[src/rtl/wb_stage_if.sv]
// MEM-to-writeback bundle: MEM-stage result inputs and the regfile write port.
interface wb_stage_if #(
    parameter int unsigned XLEN = 32
);
    logic            in_valid;
    logic            in_we;
    logic [4:0]      in_rd_num;
    logic [XLEN-1:0] in_alu_result;
    logic [XLEN-1:0] in_mem_data;
    logic            in_is_load;
    logic [1:0]      in_load_size;
    logic            in_load_unsigned;
    logic [1:0]      in_byte_off;
    logic [4:0]      rd_num;
    logic [XLEN-1:0] rd_data;
    logic            rd_we;

    modport master (
        output in_valid, in_we, in_rd_num, in_alu_result, in_mem_data,
               in_is_load, in_load_size, in_load_unsigned, in_byte_off,
        input  rd_num, rd_data, rd_we
    );

    modport slave (
        input  in_valid, in_we, in_rd_num, in_alu_result, in_mem_data,
               in_is_load, in_load_size, in_load_unsigned, in_byte_off,
        output rd_num, rd_data, rd_we
    );
endinterface

[src/rtl/wb_stage.sv]
// Writeback stage: load extract/extend, regfile write port, halt-drain FSM, retire counter.
// Optional WB_BYPASS_EN adds combinational rs/rt forwarding from the registered write port.
module wb_stage #(
    parameter int unsigned XLEN         = 32,
    parameter int unsigned DRAIN_CYCLES = 3
) (
    input  logic            clk,
    input  logic            rst_b,
    wb_stage_if.slave       bus,
    input  logic            halt_req,
    output logic            halted,
    output logic [31:0]     retire_count
`ifdef WB_BYPASS_EN
    ,
    input  logic [4:0]      rs_num,
    input  logic [4:0]      rt_num,
    input  logic [XLEN-1:0] rs_raw,
    input  logic [XLEN-1:0] rt_raw,
    output logic [XLEN-1:0] rs_fwd,
    output logic [XLEN-1:0] rt_fwd
`endif
);

    typedef enum logic [1:0] {
        RUN    = 2'd0,
        DRAIN  = 2'd1,
        HALTED = 2'd2
    } state_t;

    localparam logic [3:0] DRAIN_INIT = 4'(DRAIN_CYCLES - 1);

    state_t          state, state_n;
    logic [3:0]      cnt, cnt_n;
    logic [4:0]      rd_num_q;
    logic [XLEN-1:0] rd_data_q;
    logic            rd_we_q;
    logic [31:0]     retire_q;
    logic            accept;
    logic [7:0]      lane_byte;
    logic [15:0]     lane_half;
    logic [XLEN-1:0] load_data;
    logic [XLEN-1:0] wb_data;

    // Half loads pick the lane pair from offset bit 1 only; bit 0 is ignored.
    always_comb begin
        lane_byte = bus.in_mem_data[{bus.in_byte_off, 3'b000} +: 8];
        lane_half = bus.in_mem_data[{bus.in_byte_off[1], 4'b0000} +: 16];
        load_data = '0;
        case (bus.in_load_size)
            2'b00:   load_data = bus.in_load_unsigned ? {{(XLEN-8){1'b0}}, lane_byte}
                                                      : {{(XLEN-8){lane_byte[7]}}, lane_byte};
            2'b01:   load_data = bus.in_load_unsigned ? {{(XLEN-16){1'b0}}, lane_half}
                                                      : {{(XLEN-16){lane_half[15]}}, lane_half};
            default: load_data = bus.in_mem_data;
        endcase
        wb_data = bus.in_is_load ? load_data : bus.in_alu_result;
    end

    assign accept = bus.in_valid && (state != HALTED);

    always_comb begin
        state_n = state;
        cnt_n   = cnt;
        case (state)
            RUN: begin
                if (halt_req) begin
                    state_n = DRAIN;
                    cnt_n   = DRAIN_INIT;
                end
            end
            DRAIN: begin
                if (cnt == 4'd0) state_n = HALTED;
                else             cnt_n   = cnt - 4'd1;
            end
            HALTED:  state_n = HALTED;
            default: state_n = RUN;
        endcase
    end

    always_ff @(posedge clk or negedge rst_b) begin
        if (!rst_b) begin
            state     <= RUN;
            cnt       <= '0;
            rd_num_q  <= '0;
            rd_data_q <= '0;
            rd_we_q   <= 1'b0;
            retire_q  <= '0;
        end else begin
            state     <= state_n;
            cnt       <= cnt_n;
            rd_num_q  <= bus.in_rd_num;
            rd_data_q <= wb_data;
            rd_we_q   <= accept && bus.in_we && (bus.in_rd_num != 5'd0);
            if (accept) retire_q <= retire_q + 32'd1;
        end
    end

    assign bus.rd_num   = rd_num_q;
    assign bus.rd_data  = rd_data_q;
    assign bus.rd_we    = rd_we_q;
    assign halted       = (state == HALTED);
    assign retire_count = retire_q;

`ifdef WB_BYPASS_EN
    assign rs_fwd = (rd_we_q && (rd_num_q == rs_num)) ? rd_data_q : rs_raw;
    assign rt_fwd = (rd_we_q && (rd_num_q == rt_num)) ? rd_data_q : rt_raw;
`endif

endmodule

[src/flat_wrapper.sv]
// flat-port wrapper written by rule: the top's interface ports become plain ports
module wb_stage_flat 
#(
    parameter int unsigned XLEN         = 32,
    parameter int unsigned DRAIN_CYCLES = 3
)
  (clk, rst_b, halt_req, halted, retire_count, bus_in_valid, bus_in_we, bus_in_rd_num, bus_in_alu_result, bus_in_mem_data, bus_in_is_load, bus_in_load_size, bus_in_load_unsigned, bus_in_byte_off, bus_rd_num, bus_rd_data, bus_rd_we);
  wb_stage_if #(.XLEN(XLEN)) bus_i ();
  input  logic clk;
  input  logic rst_b;
  input  logic halt_req;
  output logic halted;
  output logic [31:0] retire_count;
  input wire logic [$bits(bus_i.in_valid)-1:0] bus_in_valid;
  input wire logic [$bits(bus_i.in_we)-1:0] bus_in_we;
  input wire logic [$bits(bus_i.in_rd_num)-1:0] bus_in_rd_num;
  input wire logic [$bits(bus_i.in_alu_result)-1:0] bus_in_alu_result;
  input wire logic [$bits(bus_i.in_mem_data)-1:0] bus_in_mem_data;
  input wire logic [$bits(bus_i.in_is_load)-1:0] bus_in_is_load;
  input wire logic [$bits(bus_i.in_load_size)-1:0] bus_in_load_size;
  input wire logic [$bits(bus_i.in_load_unsigned)-1:0] bus_in_load_unsigned;
  input wire logic [$bits(bus_i.in_byte_off)-1:0] bus_in_byte_off;
  output wire logic [$bits(bus_i.rd_num)-1:0] bus_rd_num;
  output wire logic [$bits(bus_i.rd_data)-1:0] bus_rd_data;
  output wire logic [$bits(bus_i.rd_we)-1:0] bus_rd_we;
  assign bus_i.in_valid = bus_in_valid;
  assign bus_i.in_we = bus_in_we;
  assign bus_i.in_rd_num = bus_in_rd_num;
  assign bus_i.in_alu_result = bus_in_alu_result;
  assign bus_i.in_mem_data = bus_in_mem_data;
  assign bus_i.in_is_load = bus_in_is_load;
  assign bus_i.in_load_size = bus_in_load_size;
  assign bus_i.in_load_unsigned = bus_in_load_unsigned;
  assign bus_i.in_byte_off = bus_in_byte_off;
  assign bus_rd_num = bus_i.rd_num;
  assign bus_rd_data = bus_i.rd_data;
  assign bus_rd_we = bus_i.rd_we;
  wb_stage #(.XLEN(XLEN), .DRAIN_CYCLES(DRAIN_CYCLES)) u_core (.clk(clk), .rst_b(rst_b), .bus(bus_i), .halt_req(halt_req), .halted(halted), .retire_count(retire_count));
endmodule
[config.mk]
export PLATFORM = sky130hd
export DESIGN_NAME = wb_stage_flat
export DESIGN_NICKNAME = d
export VERILOG_FILES = /design/src/rtl/wb_stage_if.sv /design/src/rtl/wb_stage.sv /design/src/flat_wrapper.sv
export SDC_FILE = /design/constraint.sdc
export NUM_CORES = 1
export LEC_CHECK = 0
export BUFFER_PORTS_ARGS = -buffer_cell sky130_fd_sc_hd__buf_4
export CAP_MARGIN = 20
export CORE_ASPECT_RATIO = 1.2
export CORE_MARGIN = 10
export CORE_UTILIZATION = 30
export DETAILED_ROUTE_END_ITERATION = 7
export GPL_TIMING_DRIVEN = 0
export MAX_ROUTING_LAYER = met4
export PLACE_DENSITY_LB_ADDON = 0.3
export SYNTH_ARGS = -nofsm -noshare
export SYNTH_HDL_FRONTEND = slang
export SYNTH_SLANG_ARGS = --single-unit
[constraint.sdc]
create_clock -name clk -period 1.81 [get_ports clk]
set_input_delay 0.0905 -clock clk [delete_from_list [all_inputs] [get_ports clk]]
set_output_delay 0.0905 -clock clk [all_outputs]
set_load 0.005 [all_outputs]
# After elaboration in Yosys (flattened, before gate mapping)
# Cells that the tools add are included.
# totals
register_bits	76
input_bits	80
out_inout_bits	71
# classes
add_sub_neg	2
n_eq_ne	7
shifts	2
muxes	10
n_reduce_logical	10
# ops
operator	n
$mux 32	3
$pmux 32 s2	1
$add 32x1->32 const B	1
$shiftx 32x6->16	1
$shiftx 32x6->8	1
$mux 4	2
$pmux 4 s2	1
$ne 2x2->1 const B	3
$pmux 2 s3	1
$reduce_bool 5->1	1
$eq 2x1->1 const B	2
$logic_not 2->1	2
$logic_not 4->1	1
$mux 2	2
$sub 4x1->4 const B	1
$logic_and 1x1->1	3
$reduce_and 3->1	1
$eq 2x2->1 const B	1
$ne 2x1->1 const B	1
$reduce_and 2->1	1
$reduce_bool 2->1	1

# Depth between registers and ports, before layout
# logic_depth
ltp_word	4
ltp_mapped	7
mapped_depth_nobuf	6

# Least setup slack after synthesis
# OpenSTA, ideal clock, no wires.
# synth_timing
path_type	reg-to-reg
from	reg u_core.state[0]
to	reg u_core.retire_q[28], in the netlist u_core.retire_count[28]
setup_ns	0.124
arrival_ns	1.614
setup_slack_ns	0.072
stages_incl_launch_ff	8
period_less_slack_ns	1.738
path_cell_list	dfrtp_1 inv_1 ha_1 nand3b_1 nor4_1 buf_2 nand4_1 xnor2_1
# synth_via
elab_chain_len	2
# synth_lines
element	line_no	rtl
from (decl)	wb_stage.sv:32	state_t state, state_n;
from (signal assigned)	wb_stage.sv:89	state <= state_n;
$ne 2x2->1	wb_stage.sv:59	assign accept = bus.in_valid && (state != HALTED);
$logic_and 1x1->1	wb_stage.sv:59	
to (signal assigned)	wb_stage.sv:94	if (accept) retire_q <= retire_q + 32'd1;
to (decl)	wb_stage.sv:37	logic [31:0] retire_q;
# No other way between the ends.
# A chain may end at the register's enable or synchronous reset.

# Final worst setup path
# layout_timing
from	reg u_core.state[0]
to	reg u_core.retire_q[12], in the netlist u_core.retire_count[12]
# The elaborated chain is that of the path after synthesis.

==> flow_summary.toml <==
[sta]
worst_slew_pin_slew_ns = 0.989
setup_slack_ns = -0.0123
fin_setup_tns_ns = -0.0262
finalHoldViolations = 0
drv_slew = 0
period_minus_slack_ns = 1.82
max_freq_ghz = 0.549
rsz0062_at_grt = "yes"
hold_slack_ns = 0.0119
setup_viol = 4
fin_worst_skew_ns = 0.00878
fin_crit_sh = 1.01
relSlewSlack = 0.341

[global_route]
grt_max_degree = 77
grt_use_total = 0.149
grt_pass1_wl_um = 19800
grt_antenna_before_repair = 3
grt_overflow = 0
grt_pass1_vias = 3748

[logic_synthesis]
yosysSeqAreaShare = 0.517
synth_common_cells = "dfrtp_1, xnor2_1, nand2_1, a21oi_1, nor2_1"
synth_enable_flop_cells = 0
ys_top_cells_by_area = "dfrtp_1, xnor2_1, mux4_2"
yosysWarningCount = 0
synth_top_flop_cell = "dfrtp_1"
netlist.area_leader.share = 0.517
yosys.area.top_type = "dfrtp_1"
synth.ff_latch_count = 76
synthesis.area_sq_um = 3680
synth_fp_nets = 405
syn_avg_cell_area_sq_um = 11.5
yosysMostFrequentCell = "dfrtp_1"
async_reset_ff_frac = 1.00
synth_cells = 319
ys_types = 49

[cts]
cts-htree-levels = 3
cts_buffers = 9
cts_sinks = 76
root_buffer = "clkbuf_16"
insertion_delay_ns = 0.33
cts_max_path_buffers = 2
cts_tree = "done"
clkTransAtPathRegs_ns = 0.06

[setup_path]
r2r_cells = 8
path_class = "flip-flop to flip-flop"
crit_required_ns = 2.03
path_max_fanout = 5
crit_arrival_ns = 2.04
critPathLaunchType = "flip-flop"
end_kind = "flip-flop"

[final_layout]
drive_above_1_share = 0.388
regArea_sq_um = 1900
final_net_count = 601
final_core_util = 0.479
synthToLayoutAreaGrowth_pct = 56.9
fillers = 1107
multi_input_area_sq_um = 1750

[die]
die_w_um = 121
initial_core_util = 0.305
die_area_sq_um = 17100
pin_count = 151
rows = 44
coreArea_sq_um = 12100
die_h_um = 141

[route]
drtPass1Iterations = 4
vias_per_cell = 4.89
drtAntennaViolNets = 0
wire_per_inst_um = 18.3
drc = 0
vias = 3347
drt_iter0_markers = 145
totalWireLength_um = 12500

[place]
port_buffers = 149
post-place-ws_ns = -0.239
place_hpwl_um = 9580
gp_congestion = 0.884

[pwr]
finalPower_uw = 5400
p_leak_uw = 0.00273
ir_drop_mv = 0.469
powerDensity_nw_per_um2 = 936

[flow_run]
cap_viol_max_count = 0

[status]
status = "complete, but fails checks"
violations = "negative setup slack"

[worst_hold_path]
hold_class = "input pin to flip-flop"
min_path_cells = 3
## registers in the layout (all words and copies together), names as in the netlist
| name | cells |
|---|---|
| u_core.bus.rd_data | 32 |
| u_core.retire_count | 32 |
| u_core.bus.rd_num | 5 |
| u_core.cnt | 4 |
| u_core.state | 2 |
| u_core.bus.rd_we | 1 |
## cell usage in the layout, fill, tap and decap left out, drive strengths merged, types with 4 or more instances in the layout
cell type    count
mux4             8
nand3            9
mux2             9
dlygate4sd3     28
nor2b            4
and4             7
o21ai            5
nor2            19
ha               6
and3             8
xnor2           26
mux2i            8
dfrtp           76
o22ai            7
nand2           23
clkbuf          17
xor2             5
a21oi           18
inv             12
a221o           13
nand4           12
buf            165
## where the power goes
group          internal, uW  total [uW]  switching [uW]  leakage (uW)
Combinational           742        1360             615       0.00161
Sequential             1900        2090             188      0.000962
Clock                  1220        1950             736      0.000156
## layer usage
| metal | part of all wire | routed length [um] | vias up | global-route usage |
|---|---|---|---|---|
| met2 | 0.47 | 5950 | 161 | 0.233 |
| met5 | 0 | 0 | - | - |
| li1 | - | - | 1572 | - |
| met3 | 0.080 | 1010 | 20 | 0.0504 |
| met1 | 0.42 | 5260 | 1594 | 0.174 |
| met4 | 0.026 | 323 | 0 | 0.0585 |
## repair_timing
| item | in CTS | in global routing |
|---|---|---|
| gates cloned | 0 | 0 |
| pin swaps | 1 | 5 |
| resized for setup | 4 | 16 |
| hold buffers | 28 | 0 |
| hold endpoints to repair | 98 | 0 |
| setup endpoints to repair | 20 | 25 |
| setup buffers | 0 | 10 |
## per-stage QoR
step,instances,cell area (sq um)
finish,684,5770
global route,684,5770
CTS,673,5620
floorplan,319,3680
global placement,629,5000
detailed placement,629,5000
## worst paths after layout
path                                                     start                                   to  slack, ns
max                                u_core.state[0]$_DFFE_PN0P_  u_core.retire_count[12]$_DFFE_PN0N_      -0.01
min                                       bus_in_alu_result[4]      u_core.bus.rd_data[4]$_DFF_PN0_       0.01
max reg2reg                        u_core.state[0]$_DFFE_PN0P_  u_core.retire_count[12]$_DFFE_PN0N_      -0.01
min reg2reg                u_core.retire_count[31]$_DFFE_PN0N_  u_core.retire_count[31]$_DFFE_PN0N_       0.49
max in group asynchronous                                rst_b   u_core.retire_count[7]$_DFFE_PN0N_       0.70
min in group asynchronous                                rst_b     u_core.bus.rd_data[14]$_DFF_PN0_       0.46
## worst max-delay path, cell delays in order, from the launching register on
cell and delay (ns):
dfrtp_1 0.38, inv_2 0.07, ha_4 0.16, nand3b_1 0.23, nor4_4 0.34, buf_6 0.14, buf_4 0.14, nand3_1 0.10
xnor2_1 0.14
## cell type report
class / instances / share of cell area
clock buffer: 9 / 0.0390
clock inverter: 7 / 0.0171
buffer: 14 / 0.0132
inverter: 10 / 0.00650
multi-input combinational: 217 / 0.303
timing repair buffer: 187 / 0.256
antenna: 3 / 0.00130
sequential: 76 / 0.329
tap: 161 / 0.0349
## kinds of logic (layout without fill, tap and decap cells)
| kind of cell | Yosys count | count (layout) | share of synthesized area |
|---|---|---|---|
| multiplexers | 25 | 25 | 0.0983 |
| AND/OR/NAND/NOR | 96 | 96 | 0.140 |
| buffers and inverters | 26 | 227 | 0.0306 |
| other | 0 | 3 | 0 |
| flip-flops | 76 | 76 | 0.517 |
| AO/OA/AOI/OAI | 59 | 59 | 0.120 |
| adder cells (fa/ha/maj) | 6 | 6 | 0.0204 |
| XOR/XNOR | 31 | 31 | 0.0738 |
(Power assumes the default switching activity.)
